$ cat src/rtl/proc_pkg.sv
// proc_pkg: shared helpers for the pipelined datapath blocks.
package proc_pkg;

    function automatic int clog2_min1(input int n);
        return (n <= 2) ? 1 : $clog2(n);
    endfunction

endpackage

$ cat src/rtl/mux2_cell.sv
// mux2_cell: gate-level 1-bit 2:1 mux cell used by the gate-level datapath.
module mux2_cell (
    input  logic d0,
    input  logic d1,
    input  logic s,
    output logic y
);
    logic sn, t0, t1;
    not g_n  (sn, s);
    and g_a0 (t0, d0, sn);
    and g_a1 (t1, d1, s);
    or  g_o  (y, t0, t1);
endmodule

$ cat src/rtl/mux_tree_level.sv
// mux_tree_level: one registered halving level of the mux tree, steered by sel bit K.
module mux_tree_level #(
    parameter int WIDTH = 64,
    parameter int N_IN = 4,
    parameter int SEL_W = 2,
    parameter int K = 0,
    localparam int N_OUT = (N_IN + 1) / 2
) (
    input  logic                   clk,
    input  logic                   reset,
    input  logic                   en,
    input  logic                   flush,
    input  logic                   valid_in,
    input  logic [SEL_W-1:0]       sel_in,
    input  logic [N_IN*WIDTH-1:0]  data_in,
    output logic                   valid_out,
    output logic [SEL_W-1:0]       sel_out,
    output logic [N_OUT*WIDTH-1:0] data_out
);
    localparam int PW = 2 * N_OUT * WIDTH;
    logic [PW-1:0]          padded;
    logic [N_OUT*WIDTH-1:0] picked;
    // an odd input count pairs its last word with a zero word
    assign padded = PW'(data_in);
    for (genvar j = 0; j < N_OUT; j++) begin : g_w
        for (genvar i = 0; i < WIDTH; i++) begin : g_b
            mux2_cell u_mux (
                .d0(padded[2*j*WIDTH + i]),
                .d1(padded[(2*j+1)*WIDTH + i]),
                .s (sel_in[K]),
                .y (picked[j*WIDTH + i])
            );
        end
    end
    always_ff @(posedge clk) begin
        if (reset) begin
            valid_out <= 1'b0;
            sel_out   <= '0;
            data_out  <= '0;
        end else if (flush) begin
            valid_out <= 1'b0;
        end else if (en) begin
            valid_out <= valid_in;
            sel_out   <= sel_in;
            data_out  <= picked;
        end
    end
endmodule

$ cat src/rtl/mux_tree_pipe.sv
// mux_tree_pipe: N-input W-bit binary mux tree with a register after every level.
module mux_tree_pipe import proc_pkg::*; #(
    parameter int WIDTH = 64,
    parameter int NUM_IN = 4,
    localparam int SEL_W = clog2_min1(NUM_IN),
    localparam int LEVELS = SEL_W
) (
    input  logic                    clk,
    input  logic                    reset,
    input  logic                    en,
    input  logic                    flush,
    input  logic                    in_valid,
    input  logic [SEL_W-1:0]        sel,
    input  logic [NUM_IN*WIDTH-1:0] data_in,
    output logic [WIDTH-1:0]        out,
    output logic                    out_valid,
    output logic [SEL_W-1:0]        out_sel
);
    for (genvar k = 0; k < LEVELS; k++) begin : g_lvl
        localparam int NI = (NUM_IN + (1 << k) - 1) >> k;
        localparam int NO = (NI + 1) / 2;
        logic [NO*WIDTH-1:0] d;
        logic                v;
        logic [SEL_W-1:0]    s;
        if (k == 0) begin : g_first
            mux_tree_level #(.WIDTH(WIDTH), .N_IN(NI), .SEL_W(SEL_W), .K(k)) u_lvl (
                .clk(clk), .reset(reset), .en(en), .flush(flush),
                .valid_in(in_valid), .sel_in(sel), .data_in(data_in),
                .valid_out(v), .sel_out(s), .data_out(d)
            );
        end else begin : g_next
            mux_tree_level #(.WIDTH(WIDTH), .N_IN(NI), .SEL_W(SEL_W), .K(k)) u_lvl (
                .clk(clk), .reset(reset), .en(en), .flush(flush),
                .valid_in(g_lvl[k-1].v), .sel_in(g_lvl[k-1].s), .data_in(g_lvl[k-1].d),
                .valid_out(v), .sel_out(s), .data_out(d)
            );
        end
    end
    assign out       = g_lvl[LEVELS-1].d;
    assign out_valid = g_lvl[LEVELS-1].v;
    assign out_sel   = g_lvl[LEVELS-1].s;
endmodule

$ cat config.mk
export PLATFORM = sky130hd
export DESIGN_NAME = mux_tree_pipe
export DESIGN_NICKNAME = d
export VERILOG_FILES = /design/src/rtl/proc_pkg.sv /design/src/rtl/mux2_cell.sv /design/src/rtl/mux_tree_level.sv /design/src/rtl/mux_tree_pipe.sv
export SDC_FILE = /design/constraint.sdc
export NUM_CORES = 1
export LEC_CHECK = 0
export CAP_MARGIN = 0
export CORE_MARGIN = 10
export CORE_UTILIZATION = 49
export DETAILED_ROUTE_END_ITERATION = 10
export PLACE_DENSITY_LB_ADDON = 0.08
export RECOVER_POWER = 100
export SKIP_LAST_GASP = 1
export SLEW_MARGIN = 20
export SYNTH_ARGS = -nofsm -noshare
export SYNTH_HDL_FRONTEND = slang
export SYNTH_SLANG_ARGS = --single-unit
$ cat constraint.sdc
create_clock -name clk -period 3.3 [get_ports clk]
set_clock_uncertainty 0.15 [all_clocks]
set_input_delay 0.825 -clock clk [delete_from_list [all_inputs] [get_ports clk]]
set_output_delay 0.825 -clock clk [all_outputs]
set_load 0.02 [all_outputs]
Yosys cells after proc, flatten, opt, wreduce, memory -nomap -nowiden. Cells that the tools add are included.

Bits in registers: 198. Output and inout port bits: 67. Input port bits: 263. Word-level logic and storage cells: 587.

Bitwise logic cells: 579. Reductions and logical operators: 2.

Operator list (number): $and 1x1->1 (384); $or 1x1->1 (192); $not 1->1 (3); $reduce_and 2->1 (1); $reduce_or 2->1 (1).

Logic depth before layout (Yosys ltp).
Word-level depth: 3. Mapped depth: 6. Mapped depth without buffers: 3.

Modules after synthesis. A second synthesis with hierarchy kept.

Cells, all modules: 1090. Area total of the unflattened synthesis: 11771.3 µm².

Modules (own cells, without submodules): mux_tree_level (g_lvl[0].g_first.u_lvl) (times used 1, area an instance 5871.9 µm², cells an instance 595); mux_tree_level (g_lvl[1].g_next.u_lvl) (times used 1, area an instance 3016.6 µm², cells an instance 303); mux2_cell (times used 192, area an instance 15.0 µm², cells an instance 1).

Worst setup path after synthesis. No wires, ideal clock.

Kind: input-to-reg. Start point: in reset. End point: reg g_lvl[0].g_first.u_lvl.data_out[43]. Arrival: 1639 ps. Stages on the path: 4. Slack: 1365 ps. Cells stage by stage: buf_2 -> buf_2 -> clkbuf_1 -> a211oi_2.

RTL lines: from (decl) (line mux_tree_pipe.sv:9) `input logic reset,`; to (signal assigned) (line mux_tree_level.sv:45) `data_out <= picked;`; to (decl) (line mux_tree_level.sv:18) `output logic [N_OUT*WIDTH-1:0] data_out`.

No word-level cell between the ends.

Worst setup path in the final report.
Start point: in en. End point: reg g_lvl[1].g_next.u_lvl.data_out[59].

Longest elaborated chain between the ends: 1.

Ends and longest elaborated chain: from (decl) (line mux_tree_pipe.sv:10) `input logic en,`; $reduce_and 2->1 (no line); to (signal assigned) (line mux_tree_level.sv:45); to (decl) (line mux_tree_level.sv:18).

No other way between the ends. A chain may end at the register's enable or synchronous reset.

==> qor.tcl <==
set qor(synthesis.yosys.warnings) 0
set qor(largest_net_degree_at_the_start_of_global_routing) 86
set qor(grt_overflow) 0
set qor(design.final.nets) 1425
set qor(post_synth_num_cell_types) 14
set qor(outcome) {finished clean}
set qor(detailed_place.area_sq_mm) 0.0127
set qor(worst_ep_arrival_time_ns) 2.81
set qor(routedWlPerCell_um) 17.5
set qor(power.density_mw_per_mm2) 440
set qor(die_outline_area_sq_mm) 0.0249
set qor(grt_antenna_before_repair) 0
set qor(critPathRequiredTime_ns) 3.48
set qor(hold_viol) 0
set qor(critPathMaxFanout) 31
set qor(ys_seq_area_share_pct) 42.6
set qor(start_util_pct) 49.8
set qor(area_of_combinational_cells_with_multiple_inputs_sq_mm) 0.00464
set qor(post_cts_hold_buffer_count) 0
set qor(layout_min_cycle_time_ns) 2.63
set qor(number_of_global_route_vias_before_repair) 7203
set qor(tritoncts_clock_tree) {yes}
set qor(wire_length_of_the_first_global_routing_pass_um) 38000
set qor(drt-initial-drc-count) 295
set qor(numCtsBuffers) 17
set qor(power.total_uw) 5740
set qor(slew_headroom_pct) 59.6
set qor(h-tree-depth) 4
set qor(ir_drop_v) 0.000348
set qor(timing.final.setup_violations) 0
set qor(fillCellCount) 1492
set qor(wirelength_um) 24700
set qor(root_buffer) {sky130_fd_sc_hd__clkbuf_16}
set qor(critical_path.endpoint_type) {register}
set qor(timing_worst_setup_path_type) {in -> reg}
set qor(area_delta_synth_final_pct) 40.1
set qor(synth.net_count) 1143
set qor(worst_slew_pin_slew_ns) 0.605
set qor(period_share_pct) 79.7
set qor(max-cap-violations) 0
set qor(remaining_drc_errors) 0
set qor(clk_pin_slew_worst_paths_ns) 0.07
set qor(netlist_instances) 880
set qor(die_height_um) 158
set qor(total_leakage_power_uw) 0.00493
set qor(cts-resized-gates) 0
set qor(area.sequential_sq_mm) 0.00397
set qor(post_detailed_route_via_to_cell_ratio) 5.18
set qor(groute.usage.overall_pct) 19.1
set qor(gp_congestion) 0.723
set qor(finalInstanceArea_sq_mm) 0.0130
set qor(clk_latency_ns) 0.42
set qor(layout-drive-gt1-share_pct) 12.1
set qor(tns_ns) 0
set qor(antenna_violating_nets_post_route) 0
set qor(worstSetupStartpointType) {input pin}
set qor(grt_setup_unrepaired) {no}
set qor(dr.pass1.iters) 5
set qor(detailroute.via_count) 7299
set qor(die_width_um) 158
set qor(clkSinkCount) 198
set qor(netlist_area_before_placement_sq_mm) 0.00931
set qor(port_buffers) 329
set qor(timing.fmax_ghz) 0.380
set qor(antenna_cell_count) 0
set qor(slew_viol_final) 0
set qor(floorplan.io_pins) 330
set qor(worstHoldPathType) {reg -> reg}
set qor(synth.ff_latch_count) 198
set qor(postSynthAreaPerCell_sq_um) 10.6
set qor(core_area_sq_mm) 0.0187
set qor(post_cts_buffers) 0
set qor(num_rows) 50
set qor(detailed_place_hpwl_um) 18500
set qor(clock_buffer_depth) 2
placed cells by master (no fill, tap or decap), drive strengths merged:
| cell type | n |
|---|---|
| clkbuf | 26 |
| clkdlybuf4s50 | 259 |
| dfxtp | 198 |
| dlygate4sd3 | 68 |
| bufinv | 1 |
| nand2 | 8 |
| inv | 8 |
| clkinv | 4 |
| a211oi | 192 |
| nand2b | 1 |
| clkinvlp | 1 |
| nor2 | 192 |
| buf | 16 |
| nor2b | 1 |
| a21oi | 4 |
| mux2i | 194 |
| nor3 | 2 |
cells in the mapped netlist (all sizes together):
cell type / instances / area, sq um
nor2: 192 / 721
nand2b: 1 / 6.26
nor2b: 1 / 6.26
nand2: 8 / 30.0
buf: 69 / 447
a21oi: 4 / 20.0
a211oi: 192 / 2090
mux2i: 194 / 1940
nor3: 2 / 10.0
clkbuf: 19 / 71.3
dfxtp: 198 / 3960
cell type report:
type / instances / share of cell area (%)
clock buffers: 18 / 3.29
clock inverters: 14 / 1.06
multi-input cells: 594 / 35.6
flip-flops and latches: 198 / 30.4
well taps: 234 / 2.25
repair buffers: 351 / 27.4
state kept, by name, indices dropped and copies added, names as in the netlist:
signal	flops
g_lvl.g_first.u_lvl.data_out	128
g_lvl.g_first.u_lvl.sel_out	2
g_lvl.g_first.u_lvl.valid_out	1
g_lvl.g_next.u_lvl.data_out	64
g_lvl.g_next.u_lvl.sel_out	2
g_lvl.g_next.u_lvl.valid_out	1
worst max-delay path: stages:
cell	delay, ns
sky130_fd_sc_hd__dlygate4sd3_1	0.61
sky130_fd_sc_hd__nor2b_1	0.27
sky130_fd_sc_hd__buf_12	0.25
sky130_fd_sc_hd__clkbuf_1	0.48
sky130_fd_sc_hd__nor2_1	0.11
sky130_fd_sc_hd__a211oi_1	0.24
where the power goes:
| group | internal (uW) | switching (uW) |
|---|---|---|
| combinational | 599 | 505 |
| clock | 1060 | 939 |
| sequential | 2550 | 85.7 |
| total | 4210 | 1530 |
metal layers:
metal | up-vias | global-route usage [%] | part of all wire, % | wire, um
li1 | 3760 | - | - | -
met1 | 3320 | 23.1 | 42 | 10400
met2 | 199 | 31.0 | 48 | 11900
met3 | 20 | 7.03 | 8.4 | 2080
met4 | 0 | 5.43 | 1.4 | 346
met5 | - | 0 | 0 | 0
logic make-up (layout without fill, tap and decap cells):
kind of cell | count (synthesis) | in the layout | synth area share [%]
buffers and inverters | 88 | 383 | 5.56
muxes | 194 | 194 | 20.9
DFF | 198 | 198 | 42.6
AOI/OAI and AO/OA | 196 | 196 | 22.7
and+or+nand+nor | 204 | 204 | 8.31
through the flow:
step / util, % / setup WS, ns / hold WS [ns] / instances
after floorplan: - / 1.36 / 0.282 / 880
after global placement: 67.9 / 0.605 / 0.292 / 1377
after detailed placement: 67.9 / 0.555 / 0.305 / 1377
after CTS: 70.9 / 0.878 / 0.316 / 1409
after global routing: 69.7 / 0.468 / 0.337 / 1409
final: 69.7 / 0.671 / 0.315 / 1409
worst paths after layout:
check	start	to	slack, ns	cells past startpoint
min reg2reg	g_lvl[1].g_next.u_lvl.sel_out[1]	g_lvl[1].g_next.u_lvl.sel_out[1]	0.32	2
max reg2reg	g_lvl[0].g_first.u_lvl.sel_out[1]	g_lvl[1].g_next.u_lvl.data_out[21]	1.53	3
min	g_lvl[1].g_next.u_lvl.sel_out[1]	g_lvl[1].g_next.u_lvl.sel_out[1]	0.32	2
max	en	g_lvl[1].g_next.u_lvl.data_out[59]	0.67	6
Note: power is estimated with default switching activity, not from simulation.
